`src/rtl/risc_fetch_ctrl_if.sv`:
```
// Fetch-side bus bundle: instruction-memory request/ack port plus the decode hand-off.
// master = fetch controller, slave = memory/decode side.
interface risc_fetch_ctrl_if #(
    parameter int DATA_WIDTH = 32
);
    logic                  imem_req;
    logic [DATA_WIDTH-1:0] imem_addr;
    logic                  imem_ack;
    logic [DATA_WIDTH-1:0] imem_rdata;
    logic                  inst_valid;
    logic [DATA_WIDTH-1:0] inst_data;
    logic [DATA_WIDTH-1:0] inst_pc;
    logic                  inst_ready;

    modport master (
        output imem_req, imem_addr, inst_valid, inst_data, inst_pc,
        input  imem_ack, imem_rdata, inst_ready
    );

    modport slave (
        input  imem_req, imem_addr, inst_valid, inst_data, inst_pc,
        output imem_ack, imem_rdata, inst_ready
    );
endinterface

```
`src/rtl/risc_fetch_ctrl.sv`:
```
// Instruction-fetch sequencer: owns the PC, drives the req/ack memory port and
// holds one fetched instruction for decode; branch redirects squash wrong-path fetches.
module risc_fetch_ctrl #(
    parameter int                    DATA_WIDTH = 32,
    parameter logic [DATA_WIDTH-1:0] RESET_ADDR = '0
) (
    input  logic                  clk,
    input  logic                  nrst,
    input  logic                  halt,
    risc_fetch_ctrl_if.master     bus,
    input  logic                  br_valid,
    input  logic [DATA_WIDTH-1:0] br_pc,
    input  logic [DATA_WIDTH-1:0] br_offset,
    output logic [DATA_WIDTH-1:0] fetch_pc
);
    typedef enum logic [1:0] {
        ST_IDLE = 2'd0,
        ST_REQ  = 2'd1,
        ST_HOLD = 2'd2,
        ST_DROP = 2'd3
    } state_e;

    localparam logic [DATA_WIDTH-1:0] PC_STEP = DATA_WIDTH'(3'd4);

    state_e                state_q, state_d;
    logic [DATA_WIDTH-1:0] pc_q, pc_d;
    logic [DATA_WIDTH-1:0] addr_q, addr_d;
    logic                  req_q, req_d;
    logic                  valid_q, valid_d;
    logic [DATA_WIDTH-1:0] data_q, data_d;
    logic [DATA_WIDTH-1:0] ipc_q, ipc_d;
    logic [DATA_WIDTH-1:0] target_s;
    logic [DATA_WIDTH-1:0] pc_adv_s;
    logic                  capture_s;
    logic                  fetch_start_s;

    assign target_s = br_pc + {br_offset[DATA_WIDTH-2:0], 1'b0};

    // State and datapath registers
    always_ff @(posedge clk or negedge nrst) begin
        if (!nrst) begin
            state_q <= ST_IDLE;
            pc_q    <= RESET_ADDR;
            addr_q  <= RESET_ADDR;
            req_q   <= 1'b0;
            valid_q <= 1'b0;
            data_q  <= '0;
            ipc_q   <= '0;
        end else begin
            state_q <= state_d;
            pc_q    <= pc_d;
            addr_q  <= addr_d;
            req_q   <= req_d;
            valid_q <= valid_d;
            data_q  <= data_d;
            ipc_q   <= ipc_d;
        end
    end

    // Next state and PC; a redirect always overrides the sequential PC
    always_comb begin
        state_d  = state_q;
        pc_adv_s = pc_q;
        case (state_q)
            ST_IDLE: begin
                if (!halt) state_d = ST_REQ;
                else       state_d = ST_IDLE;
            end
            ST_REQ: begin
                if (bus.imem_ack) begin
                    if (br_valid) begin
                        state_d = halt ? ST_IDLE : ST_REQ;
                    end else begin
                        state_d  = ST_HOLD;
                        pc_adv_s = addr_q + PC_STEP;
                    end
                end else if (br_valid) begin
                    state_d = ST_DROP;
                end else begin
                    state_d = ST_REQ;
                end
            end
            ST_HOLD: begin
                if (br_valid || bus.inst_ready) state_d = halt ? ST_IDLE : ST_REQ;
                else                            state_d = ST_HOLD;
            end
            ST_DROP: begin
                if (bus.imem_ack) state_d = halt ? ST_IDLE : ST_REQ;
                else              state_d = ST_DROP;
            end
            default: state_d = ST_IDLE;
        endcase
        if (br_valid) pc_d = target_s;
        else          pc_d = pc_adv_s;
    end

    // Output register next values; a new request always carries the post-edge PC
    always_comb begin
        fetch_start_s = (state_d == ST_REQ) && ((state_q != ST_REQ) || bus.imem_ack);
        capture_s     = (state_q == ST_REQ) && bus.imem_ack && !br_valid;
        req_d         = (state_d == ST_REQ) || (state_d == ST_DROP);
        valid_d       = (state_d == ST_HOLD);
        if (fetch_start_s) addr_d = pc_d;
        else               addr_d = addr_q;
        if (capture_s) begin
            data_d = bus.imem_rdata;
            ipc_d  = addr_q;
        end else begin
            data_d = data_q;
            ipc_d  = ipc_q;
        end
    end

    assign bus.imem_req   = req_q;
    assign bus.imem_addr  = addr_q;
    assign bus.inst_valid = valid_q;
    assign bus.inst_data  = data_q;
    assign bus.inst_pc    = ipc_q;
    assign fetch_pc       = pc_q;
endmodule

```
`src/flat_wrapper.sv`:
```
// flat-port wrapper written by rule: the top's interface ports become plain ports
module risc_fetch_ctrl_flat 
#(
    parameter int                    DATA_WIDTH = 32,
    parameter logic [DATA_WIDTH-1:0] RESET_ADDR = '0
)
  (clk, nrst, halt, br_valid, br_pc, br_offset, fetch_pc, bus_imem_req, bus_imem_addr, bus_inst_valid, bus_inst_data, bus_inst_pc, bus_imem_ack, bus_imem_rdata, bus_inst_ready);
  risc_fetch_ctrl_if #(.DATA_WIDTH(DATA_WIDTH)) bus_i ();
  input  logic clk;
  input  logic nrst;
  input  logic halt;
  input  logic br_valid;
  input  logic [DATA_WIDTH-1:0] br_pc;
  input  logic [DATA_WIDTH-1:0] br_offset;
  output logic [DATA_WIDTH-1:0] fetch_pc;
  output wire logic [$bits(bus_i.imem_req)-1:0] bus_imem_req;
  output wire logic [$bits(bus_i.imem_addr)-1:0] bus_imem_addr;
  output wire logic [$bits(bus_i.inst_valid)-1:0] bus_inst_valid;
  output wire logic [$bits(bus_i.inst_data)-1:0] bus_inst_data;
  output wire logic [$bits(bus_i.inst_pc)-1:0] bus_inst_pc;
  input wire logic [$bits(bus_i.imem_ack)-1:0] bus_imem_ack;
  input wire logic [$bits(bus_i.imem_rdata)-1:0] bus_imem_rdata;
  input wire logic [$bits(bus_i.inst_ready)-1:0] bus_inst_ready;
  assign bus_imem_req = bus_i.imem_req;
  assign bus_imem_addr = bus_i.imem_addr;
  assign bus_inst_valid = bus_i.inst_valid;
  assign bus_inst_data = bus_i.inst_data;
  assign bus_inst_pc = bus_i.inst_pc;
  assign bus_i.imem_ack = bus_imem_ack;
  assign bus_i.imem_rdata = bus_imem_rdata;
  assign bus_i.inst_ready = bus_inst_ready;
  risc_fetch_ctrl #(.DATA_WIDTH(DATA_WIDTH), .RESET_ADDR(RESET_ADDR)) u_core (.clk(clk), .nrst(nrst), .halt(halt), .bus(bus_i), .br_valid(br_valid), .br_pc(br_pc), .br_offset(br_offset), .fetch_pc(fetch_pc));
endmodule
```
`config.mk`:
```
export PLATFORM = sky130hd
export DESIGN_NAME = risc_fetch_ctrl_flat
export DESIGN_NICKNAME = d
export VERILOG_FILES = /design/src/rtl/risc_fetch_ctrl_if.sv /design/src/rtl/risc_fetch_ctrl.sv /design/src/flat_wrapper.sv
export SDC_FILE = /design/constraint.sdc
export NUM_CORES = 1
export LEC_CHECK = 0
export CAP_MARGIN = 20
export CORE_ASPECT_RATIO = 0.75
export CORE_MARGIN = 1.5
export CORE_UTILIZATION = 30
export DETAILED_ROUTE_END_ITERATION = 7
export PLACE_DENSITY = 0.64
export SETUP_SLACK_MARGIN = 0.02
export SLEW_MARGIN = 20
export SYNTH_ARGS = -nofsm -noshare
export SYNTH_HDL_FRONTEND = slang
export SYNTH_SLANG_ARGS = --single-unit
```
`constraint.sdc`:
```
create_clock -name clk -period 2.8 [get_ports clk]
set_input_delay 0.28 -clock clk [delete_from_list [all_inputs] [get_ports clk]]
set_output_delay 0.28 -clock clk [all_outputs]
set_load 0.05 [all_outputs]
```
[After elaboration in Yosys (flattened, before gate mapping)]
Index checks and enable logic that the tools add are counted.
Operators by class
  $add $sub $neg: 2
  equal/unequal tests: 7
  muxes and demuxes: 10
  reductions and logical operators: 8
Operators by type and width (count)
  $mux 32: 3
  $add 32x3->32 const B: 1
  $add 32x32->32: 1
  $mux 2: 5
  $eq 2x2->1 const B: 4
  $pmux 2 s4: 1
  $eq 2x1->1 const B: 2
  $logic_and 1x1->1: 3
  $logic_or 1x1->1: 3
  $logic_not 2->1: 1
  $ne 2x1->1 const B: 1
  $logic_not 1->1: 1
  $mux 1: 1
Storage, ports and cells
  register bits after elaboration: 132
  input port bits: 102
  output and inout bits: 130

[Depth between registers and ports, before layout]
Gate-level depths: netlist of run 1.
  depth after elaboration: 6
  gate-level depth with buffers: 11

[Least setup slack after synthesis of run 1]
Ideal clock, no wire load.
  path kind: register to register
  start point: register u_core.addr_q[4] (netlist: u_core.bus.imem_addr[4])
  end point: register u_core.addr_q[21] (netlist: u_core.bus.imem_addr[21])
  setup time: 120 ps
  data arrival time: 2658 ps
  data required time: 2680 ps
  setup slack: 22 ps
  stages on the path, launching flop included: 11
  path buffers: 2
  path through: dfrtp_1 buf_2 nand4_1 or4_1 buf_2 or2_1 nor2_1 xnor2_1 o21ai_1 a22o_1 a31o_2
On the way
  cells in the longest elaborated chain, start to end: 4
Ends and longest elaborated chain
  start, declared: RTL line risc_fetch_ctrl.sv:27  | logic [DATA_WIDTH-1:0] addr_q, addr_d;
  start signal, assigned: RTL line risc_fetch_ctrl.sv:52  | addr_q <= addr_d;
  $add 32x3->32: RTL line risc_fetch_ctrl.sv:75  | pc_adv_s = addr_q + PC_STEP;
  $mux 32: RTL line risc_fetch_ctrl.sv:70  | if (bus.imem_ack) begin
  $mux 32: RTL line risc_fetch_ctrl.sv:64  | case (state_q)
  $mux 32: RTL line risc_fetch_ctrl.sv:93  | if (br_valid) pc_d = target_s;
Every way passes these cells.
A chain may end at the register's enable or synchronous reset.

[Final worst setup path of run 1]
  start point: input port br_offset[1]
  end point: register u_core.addr_q[26] (netlist: u_core.bus.imem_addr[26])
On the way
  cells in the longest elaborated chain, start to end: 2
Ends and longest elaborated chain
  start, declared: RTL line flat_wrapper.sv:14  | input logic [DATA_WIDTH-1:0] br_offset;
  $add 32x32->32: RTL line risc_fetch_ctrl.sv:37  | assign target_s = br_pc + {br_offset[DATA_WIDTH-2:0], 1'b0};
  $mux 32: RTL line risc_fetch_ctrl.sv:93
  named net u_core.pc_d[26]: RTL line risc_fetch_ctrl.sv:26  | logic [DATA_WIDTH-1:0] pc_q, pc_d;
The timed path passes the listed nets, and every way through them passes these cells.

==> impl_metrics.yaml, run 1 <==
outcome:
  outcome: "complete, no violations"
yosys:
  ys_ff_latch: 131
  yosys.cell_count.top_type: "dfrtp_1"
  syn_nets: 875
  synth_compound_area_share_pct: 14.22
  syn_inst: 741
  synth_top_cells_by_area: "dfrtp_1 44%, mux2_2 12%, ha_1 5.2%"
  yosysWarnings: 0
  synth_adder_area_share_pct: 5.485
  synthMuxAreaShare_pct: 13.90
  synth_cell_types: 62
  synth_top_cell_area_share_pct: 44.08
  synth_ff_type: "dfrtp_1"
  async_flop_share_pct: 100.0
  synth_edf_count: 0
  yosys.area.top_type: "dfrtp_1"
  synth-xor-area-share_pct: 5.653
  yosys.area_share.simple_pct: 14.05
  yosys-top-cells-count: "131 x dfrtp_1, 84 x nand2_1, 81 x mux2_2"
  synth_top_family_by_area: "compound AO/OA/AOI/OAI gates"
  ys_seq_area_share_pct: 44.08
  syn-cell-area_mm2: 0.007437
  syn_avg_cell_area_um2: 10.04
place:
  place_congestion: 0.8768
  dp_hpwl_um: 17940
  numPortBuffers: 230
  dpl_worst_slack_ps: -565.2
global_routing:
  grt-ovfl-total: 0
  antenna_found_initial: 0
  grt_max_degree: 69
  grt_usage_pct: 18.53
  grt_pass1_vias: 6952
  grt_pass1_wl_um: 37260
floorplan:
  ios: 232
  fp.dieW_um: 184.8
  dieArea_mm2: 0.02575
  die_y_um: 139.4
  fp-row-count: 49
  initial_core_util_pct: 30.79
  coreArea_mm2: 0.02416
setup_path:
  cp-end-kind: "flop"
  cp_data_required_time_ps: 3150
  reg2reg_depth: 8
  crit_chain: "clkdlybuf4s50_1 > ha_1 > a211oi_2 > o21ai_2 > o21ai_2 > a21boi_1 > o41a_1 > or4_1 > nand4_1 > mux2_2"
  crit_path_end: "u_core.bus.imem_addr[26]"
  worst_r2r_endpoint: "u_core.bus.imem_addr[29]"
  reg2reg_slack_ps: 300
  critPathArrivalTime_ps: 3050
  r2r_start: "u_core.bus.imem_addr[2]"
  critPathKind: "primary input to flop"
  crit_path_frequent_cell: "o21ai_2"
  cp-start-kind: "primary input"
  critical_path.max_fanout: 6
  max_stage_delay_ps: 550
  cp_slowest_cell: "or4_1"
  setup.worst_path.start: "br_offset[1]"
sta:
  slew_violations: 0
  period_share_pct: 96.44
  fin_ws_ps: 99.68
  final_hold_viol_count: 0
  fin_skew_ps: 15.18
  setup_viol: 0
  totalNegativeSetupSlack_ps: 0
  rsz0062_at_grt: "yes"
  slew_headroom_pct: 58.24
  layout_min_cycle_time_ps: 2700
  worst_pin_slew_ps: 624.4
  max_freq_ghz: 0.3703
power_and_ir_drop:
  power_mw: 11.39
  switching_power_mw: 5.063
  p_leak_nw: 4.905
  power_frac_clock_pct: 21.5
  pwr-share-comb_pct: 51.4
  seqPwrFrac_pct: 27.1
  peakVddDrop_mv: 0.7435
  internal-power_mw: 6.328
  power_density_mw_per_mm2: 986.7
  switching_share_pct: 44.45
detailed_routing:
  initialDrtViolationCount: 346
  route.vias.total: 6924
  drt-total-wl_um: 23470
  postRouteAntennaNets: 0
  avgViaCountPerCell: 4.946
  wire_per_inst_um: 16.77
  drc: 0
  drt_first_pass_iters: 5
cts:
  cts_tree: "yes"
  cts_buffers: 17
  cts-root-buf: "clkbuf_16"
  cts_max_level: 4
  clock_sinks: 131
  clk_pin_slew_ps: 60
  cts.path.max_buffers: 2
  clkLatencyLatePin_ps: 420
min_path:
  worstHoldStart: "br_valid"
  hp-class: "primary input to flop"
final_layout:
  area_growth_pct: 55.23
  drive_above_1_share_pct: 21.89
  postLayoutCoreUtil_pct: 47.79
  finalNetCount: 1190
  antennaDiodeCount: 0
flow_run:
  maxCapViolCount: 0
==> registers in the layout, indices dropped and copies added, names as in the netlist <==
| signal | flops |
|---|---|
| u_core.bus.imem_addr | 32 |
| u_core.bus.inst_data | 32 |
| u_core.state_q | 2 |
| u_core.fetch_pc | 32 |
| u_core.bus.inst_valid | 1 |
| u_core.bus.inst_pc | 32 |
==> cells in the final DEF (no fill, tap or decap), types with 5 or more instances in the layout <==
cell,synthesis,final
nor3_1,7,6
ha_1,31,31
xor2_1,22,22
nand2_1,84,84
nand4_1,13,13
nor2_1,44,42
a21o_1,16,16
nand2b_1,8,8
o21ai_0,41,40
and4_1,7,7
mux2_2,81,81
nand3_1,22,21
or3_1,7,7
a211oi_1,16,14
mux2i_1,11,11
clkdlybuf4s50_1,0,228
inv_1,17,17
a21oi_1,50,49
buf_4,0,96
o211ai_1,5,5
xnor2_1,26,26
and3_1,8,8
clkbuf_16,0,17
dfrtp_1,131,131
==> cell type report <==
cell class	instances	area (µm²)
tap	331	414.1
timing repair buffer	330	3089
fill	2301	12610
clock buffer	21	480.5
sequential	131	3278
multi-input combinational	559	4045
clock inverter	11	173.9
inverter	17	63.81
==> stage by stage <==
step	instances	instance area [µm²]	hold slack [ps]
floorplan	741	7437	-15.59
global route	1400	11540	298.9
global placement	1366	10810	214.4
detailed placement	1366	10810	211.8
CTS	1399	11490	291.0
finish	1400	11540	321.4
==> metal layers <==
metal / wire [µm] / global-route usage, % / part of all wire (%)
met3: 2226 / 6.229 / 9.5
met5: 0 / 0 / 0
met1: 10460 / 24.52 / 45
met2: 10700 / 29.50 / 46
met4: 91 / 3.594 / 0.39
==> power groups by stage <==
| stage | registers (mW) | logic (mW) | clock network (mW) |
|---|---|---|---|
| 3_5_place_dp | 3.12 | 5.85 | 0 |
| 2_1_floorplan | 5.37 | 1.29 | 0 |
| 6_report | 3.09 | 5.85 | 2.45 |
| 3_3_place_gp | 3.10 | 5.81 | 0 |
| 5_1_grt | 3.19 | 6.15 | 2.60 |
| 4_1_cts | 3.10 | 5.87 | 2.51 |
==> worst min path at each step <==
stage                     cells after the start  slack [ps]                       to
final                                         2         320      u_core.fetch_pc[31]
after global routing                          2         300      u_core.fetch_pc[31]
after CTS                                     2         290      u_core.fetch_pc[31]
after detailed placement                      1         210      u_core.fetch_pc[26]
after global placement                        1         210      u_core.fetch_pc[26]
after floorplan                               0         -20  u_core.bus.imem_addr[0]
==> critical path, delay by kind of cell <==
kind                       cells  cell delay (ps)
and+or+nand+nor                2              670
AOI/OAI and AO/OA              5             1180
muxes                          1              150
buffers and inverters          1              450
adders and majority gates      1              320
==> cell families after synthesis <==
family          after synthesis
simple gates                218
compound gates              168
flops                       131
mux                          93
buf+inv                      51
xor+xnor                     48
fa+ha+maj                    32
==> timing repair <==
item / 4_1_cts / 5_1_grt
hold buffers: 1 / 0
resized for setup: 4 / 9
endpoints found under the setup margin: 5 / 10
pin swaps: 0 / 2
endpoints found under the hold margin: 37 / 0
setup buffers: 0 / 1
No activity file was read; power rests on OpenSTA's default activity.
==> run 2, diff against run 1 <==
- REMOVE_ABC_BUFFERS: default -> 1
==> run 2 against run 1 <==
Effect of this change:
- setup slack worse by 38 ps
- sequential cell count stayed put
- core utilization is 0.093 points lower
- die area is the same
- power is 1.0% lower
- critical endpoint unchanged
==> impl_metrics.yaml, run 2 (synthesized netlist as in run 1, its figures left out) <==
outcome:
  outcome: "complete, no violations"
setup_path:
  reg2reg_slack_ps: 270
  cp-start-kind: "primary input"
  critPathArrivalTime_ps: 3090
  setup.worst_path.start: "br_offset[1]"
  cp-end-kind: "flop"
  critical_path.max_fanout: 5
  r2r_start: "u_core.bus.imem_addr[5]"
  worst_r2r_endpoint: "u_core.bus.imem_addr[21]"
  crit_path_end: "u_core.bus.imem_addr[26]"
  reg2reg_depth: 8
  critPathKind: "primary input to flop"
  cp_data_required_time_ps: 3160
detailed_routing:
  initialDrtViolationCount: 381
  drt_first_pass_iters: 5
  route.vias.total: 6929
  drc: 0
  avgViaCountPerCell: 4.946
  wire_per_inst_um: 17.05
  drt-total-wl_um: 23890
  postRouteAntennaNets: 0
cts:
  cts.path.max_buffers: 2
  clk_pin_slew_ps: 60
  cts_tree: "yes"
  cts-root-buf: "clkbuf_16"
  clock_sinks: 131
  cts_buffers: 17
  cts_max_level: 4
  post_cts_buffers: 0
  clkLatencyLatePin_ps: 420
floorplan:
  fp.dieW_um: 184.8
  coreArea_mm2: 0.02416
  dieArea_mm2: 0.02575
  fp-row-count: 49
  initial_core_util_pct: 30.79
  ios: 232
  die_y_um: 139.4
sta:
  rsz0062_at_grt: "yes"
  slew_headroom_pct: 58.69
  fin_skew_ps: 11.43
  final_hold_viol_count: 0
  setup_viol: 0
  slew_violations: 0
  fin_ws_ps: 61.59
  holdWs_ps: 307.1
  max_freq_ghz: 0.3652
  layout_min_cycle_time_ps: 2738
  period_share_pct: 97.80
  totalNegativeSetupSlack_ps: 0
  worst_pin_slew_ps: 617.7
final_layout:
  multi_input_area_mm2: 0.004074
  postLayoutCellArea_mm2: 0.01152
  layout_commonest_cell: "clkdlybuf4s50_1"
  fin_cells: 1401
  finalNetCount: 1191
  area_growth_pct: 54.93
  mostFrequentLayoutCells: "228 x clkdlybuf4s50_1, 131 x dfrtp_1, 98 x buf_4"
  regArea_mm2: 0.003278
  fill_cells: 2300
  postLayoutCoreUtil_pct: 47.70
  antennaDiodeCount: 0
  drive_above_1_share_pct: 22.52
global_routing:
  grt_usage_pct: 18.77
  grt-ovfl-total: 0
  grt_max_degree: 63
  grt_pass1_wl_um: 37340
  grt_pass1_vias: 6905
  antenna_found_initial: 0
place:
  place_congestion: 0.8206
  dp_hpwl_um: 17940
  numPortBuffers: 230
  dpl.cell_count: 1368
  dpl_worst_slack_ps: -569.9
  dpl_cell_area_mm2: 0.01081
power_and_ir_drop:
  power_mw: 11.28
  switching_power_mw: 5.113
  switching_share_pct: 45.34
  power_frac_clock_pct: 20.5
  internal-power_mw: 6.163
  seqPwrFrac_pct: 27.4
  pwr-share-comb_pct: 52.1
  peakVddDrop_mv: 0.7135
  p_leak_nw: 4.899
  power_density_mw_per_mm2: 978.7
min_path:
  hp-class: "primary input to flop"
  worstHoldStart: "br_valid"
flow_run:
  maxCapViolCount: 0
run 2: worst max-delay path, cell delays in order:
cell and delay, ps:
clkdlybuf4s50_1 490, ha_1 250, a211oi_1 290, o21ai_2 170
o21ai_2 220, a21boi_1 140, o41a_1 430, or4_1 550
nand4_1 120, mux2_2 150
run 2: routing by layer:
metal / global-route usage (%) / vias up / share of wire [%]
li1: - / 3312 / -
met4: 3.637 / 0 / 0.64
met5: 0 / - / 0
met2: 28.91 / 274 / 43
met3: 7.040 / 16 / 10
met1: 25.18 / 3327 / 46
run 2: what timing repair did:
action,4_1_cts,5_1_grt
resized for setup,3,16
hold buffers,1,0
setup endpoints to repair,2,17
hold endpoints to repair,60,0
pin swaps,0,4
run 2: layout make-up:
| class | count | share of cell area [%] |
|---|---|---|
| flip-flops and latches | 131 | 28.45 |
| repair buffers | 331 | 26.77 |
| multi-input cells | 559 | 35.36 |
| clock buffers | 18 | 3.725 |
| clock inverters | 14 | 1.553 |
| inverters | 17 | 0.5538 |
| well taps | 331 | 3.594 |
run 2: how the worst min path moves through the flow:
| stage | to | slack (ps) | cells after the start |
|---|---|---|---|
| CTS | u_core.fetch_pc[19] | 280 | 3 |
| global route | u_core.fetch_pc[19] | 320 | 3 |
| finish | u_core.fetch_pc[19] | 310 | 3 |
| detailed placement | u_core.bus.inst_data[10] | 310 | 1 |
| global placement | u_core.bus.inst_data[10] | 310 | 1 |
| floorplan | u_core.bus.imem_addr[0] | -20 | 0 |
run 2: power groups by stage:
stage / Sequential, mW / Combinational, mW / Clock (mW)
CTS: 3.09 / 5.89 / 2.37
finish: 3.09 / 5.88 / 2.31
global placement: 3.09 / 5.83 / 0
global route: 3.18 / 6.19 / 2.46
floorplan: 5.39 / 1.24 / 0
detailed placement: 3.12 / 5.86 / 0
==> run 3, diff against run 2 <==
- SKIP_LAST_GASP: default -> 1
==> run 3 against run 2 <==
Effect of this change:
- critical path depth unchanged
- sequential cell count unchanged
- power about the same
- design area about the same
- final cell count unchanged
- global-route usage about the same
- sequential power about the same
- clock power about the same
- sequential share of layout area about the same
- maximum frequency up 2.8%
- clock-buffer cell count unchanged
- critical endpoint unchanged
==> impl_metrics.yaml, run 3 (synthesized netlist as in run 1, its figures left out) <==
outcome:
  outcome: "complete, no violations"
final_layout:
  regArea_mm2: 0.003278
  antennaDiodeCount: 0
  drive_above_1_share_pct: 22.71
  area_growth_pct: 55.03
  mostFrequentLayoutCells: "228 x clkdlybuf4s50_1, 131 x dfrtp_1, 98 x buf_4"
  fill_cells: 2296
  finalNetCount: 1191
  multi_input_area_mm2: 0.004081
  layout_commonest_cell: "clkdlybuf4s50_1"
  postLayoutCellArea_mm2: 0.01153
min_path:
  hp-class: "primary input to flop"
global_routing:
  antenna_found_initial: 0
  grt_usage_pct: 18.76
  grt_max_degree: 63
  grt_pass1_wl_um: 37320
  grt-ovfl-total: 0
  grt_pass1_vias: 6901
cts:
  cts_tree: "yes"
  cts_max_level: 4
  clkLatencyLatePin_ps: 420
  clock_sinks: 131
  cts-root-buf: "clkbuf_16"
  clk_pin_slew_ps: 60
  cts_buffers: 17
  cts.path.max_buffers: 2
floorplan:
  ios: 232
  fp-row-count: 49
  fp.dieW_um: 184.8
  initial_core_util_pct: 30.79
  die_y_um: 139.4
  coreArea_mm2: 0.02416
  dieArea_mm2: 0.02575
setup_path:
  critical_path.max_fanout: 5
  cp_data_required_time_ps: 3160
  max_stage_delay_ps: 550
  cp_slowest_cell: "or4_1"
  crit_path_end: "u_core.bus.imem_addr[26]"
  worst_r2r_endpoint: "u_core.bus.imem_addr[21]"
  reg2reg_slack_ps: 280
  crit_chain: "clkdlybuf4s50_1 > ha_1 > a211oi_2 > o21ai_2 > o21ai_2 > a21boi_1 > o41a_1 > or4_1 > nand4_1 > mux2_2"
  cp-end-kind: "flop"
  r2r_start: "u_core.bus.imem_addr[5]"
  setup.worst_path.start: "br_offset[1]"
  reg2reg_depth: 8
  critPathArrivalTime_ps: 3020
  crit_path_frequent_cell: "o21ai_2"
  cp-start-kind: "primary input"
  critPathKind: "primary input to flop"
detailed_routing:
  drt_first_pass_iters: 5
  avgViaCountPerCell: 4.955
  drc: 0
  initialDrtViolationCount: 350
  route.vias.total: 6942
  drt-total-wl_um: 23840
  wire_per_inst_um: 17.02
  postRouteAntennaNets: 0
sta:
  worst_pin_slew_ps: 621.8
  slew_violations: 0
  totalNegativeSetupSlack_ps: 0
  slew_headroom_pct: 58.42
  holdWs_ps: 300.7
  period_share_pct: 95.17
  max_freq_ghz: 0.3753
  final_hold_viol_count: 0
  fin_skew_ps: 12.97
  setup_viol: 0
  rsz0062_at_grt: "no"
  layout_min_cycle_time_ps: 2665
  fin_ws_ps: 135.3
flow_run:
  maxCapViolCount: 0
power_and_ir_drop:
  power_density_mw_per_mm2: 977.8
  p_leak_nw: 4.899
  peakVddDrop_mv: 0.7134
place:
  dpl_cell_area_mm2: 0.01081
  numPortBuffers: 230
  dpl_worst_slack_ps: -569.9
  place_congestion: 0.8206
  dp_hpwl_um: 17940
==> run 3: layout make-up <==
class	count	area share (%)
well taps	331	3.592
flip-flops and latches	131	28.43
multi-input cells	559	35.40
clock buffers	18	3.722
inverters	17	0.5534
repair buffers	331	26.75
clock inverters	14	1.552
==> run 3: through the flow <==
step / utilization, % / total power, mW / std cells
final: 47.73 / 11.27 / 1401
after floorplan: - / 6.636 / 707
after global routing: 47.73 / 11.83 / 1401
after CTS: 47.36 / 11.35 / 1401
after detailed placement: 44.75 / 8.980 / 1368
after global placement: 44.75 / 8.919 / 1368
==> run 3: worst min path at each step <==
stage                  start                        to  slack (ps)  cells past startpoint
finish              br_valid       u_core.fetch_pc[19]         300                      3
global route        br_valid       u_core.fetch_pc[19]         320                      3
CTS                 br_valid       u_core.fetch_pc[19]         280                      3
detailed placement      nrst  u_core.bus.inst_data[10]         310                      1
global placement        nrst  u_core.bus.inst_data[10]         310                      1
floorplan               nrst   u_core.bus.imem_addr[0]         -20                      0
==> run 3: what timing repair did <==
item	4_1_cts	5_1_grt
setup buffers	0	0
gates resized for setup	2	19
endpoints found under the hold margin	60	0
hold buffers	1	0
endpoints found under the setup margin	2	20
pin swaps	0	4
==> run 3: critical path: cells and delay by family <==
kind            cells  cell delay, ps
compound gates      5            1160
simple gates        2             670
buf+inv             1             440
fa+ha+maj           1             320
mux                 1             150
==> run 3: per-layer routing <==
metal	wire length [µm]	part of all wire (%)	GRT usage, %
met5	0	0	0
met4	151	0.63	3.637
met3	2529	11	7.040
met2	10410	44	28.89
met1	10750	45	25.18
==> run 3: report_power, final <==
part / internal (mW) / switching (mW) / total (mW)
clock network: 1.41 / 0.898 / 2.31
logic: 2.20 / 3.68 / 5.88
registers: 2.55 / 0.531 / 3.09
total: 6.16 / 5.11 / 11.3
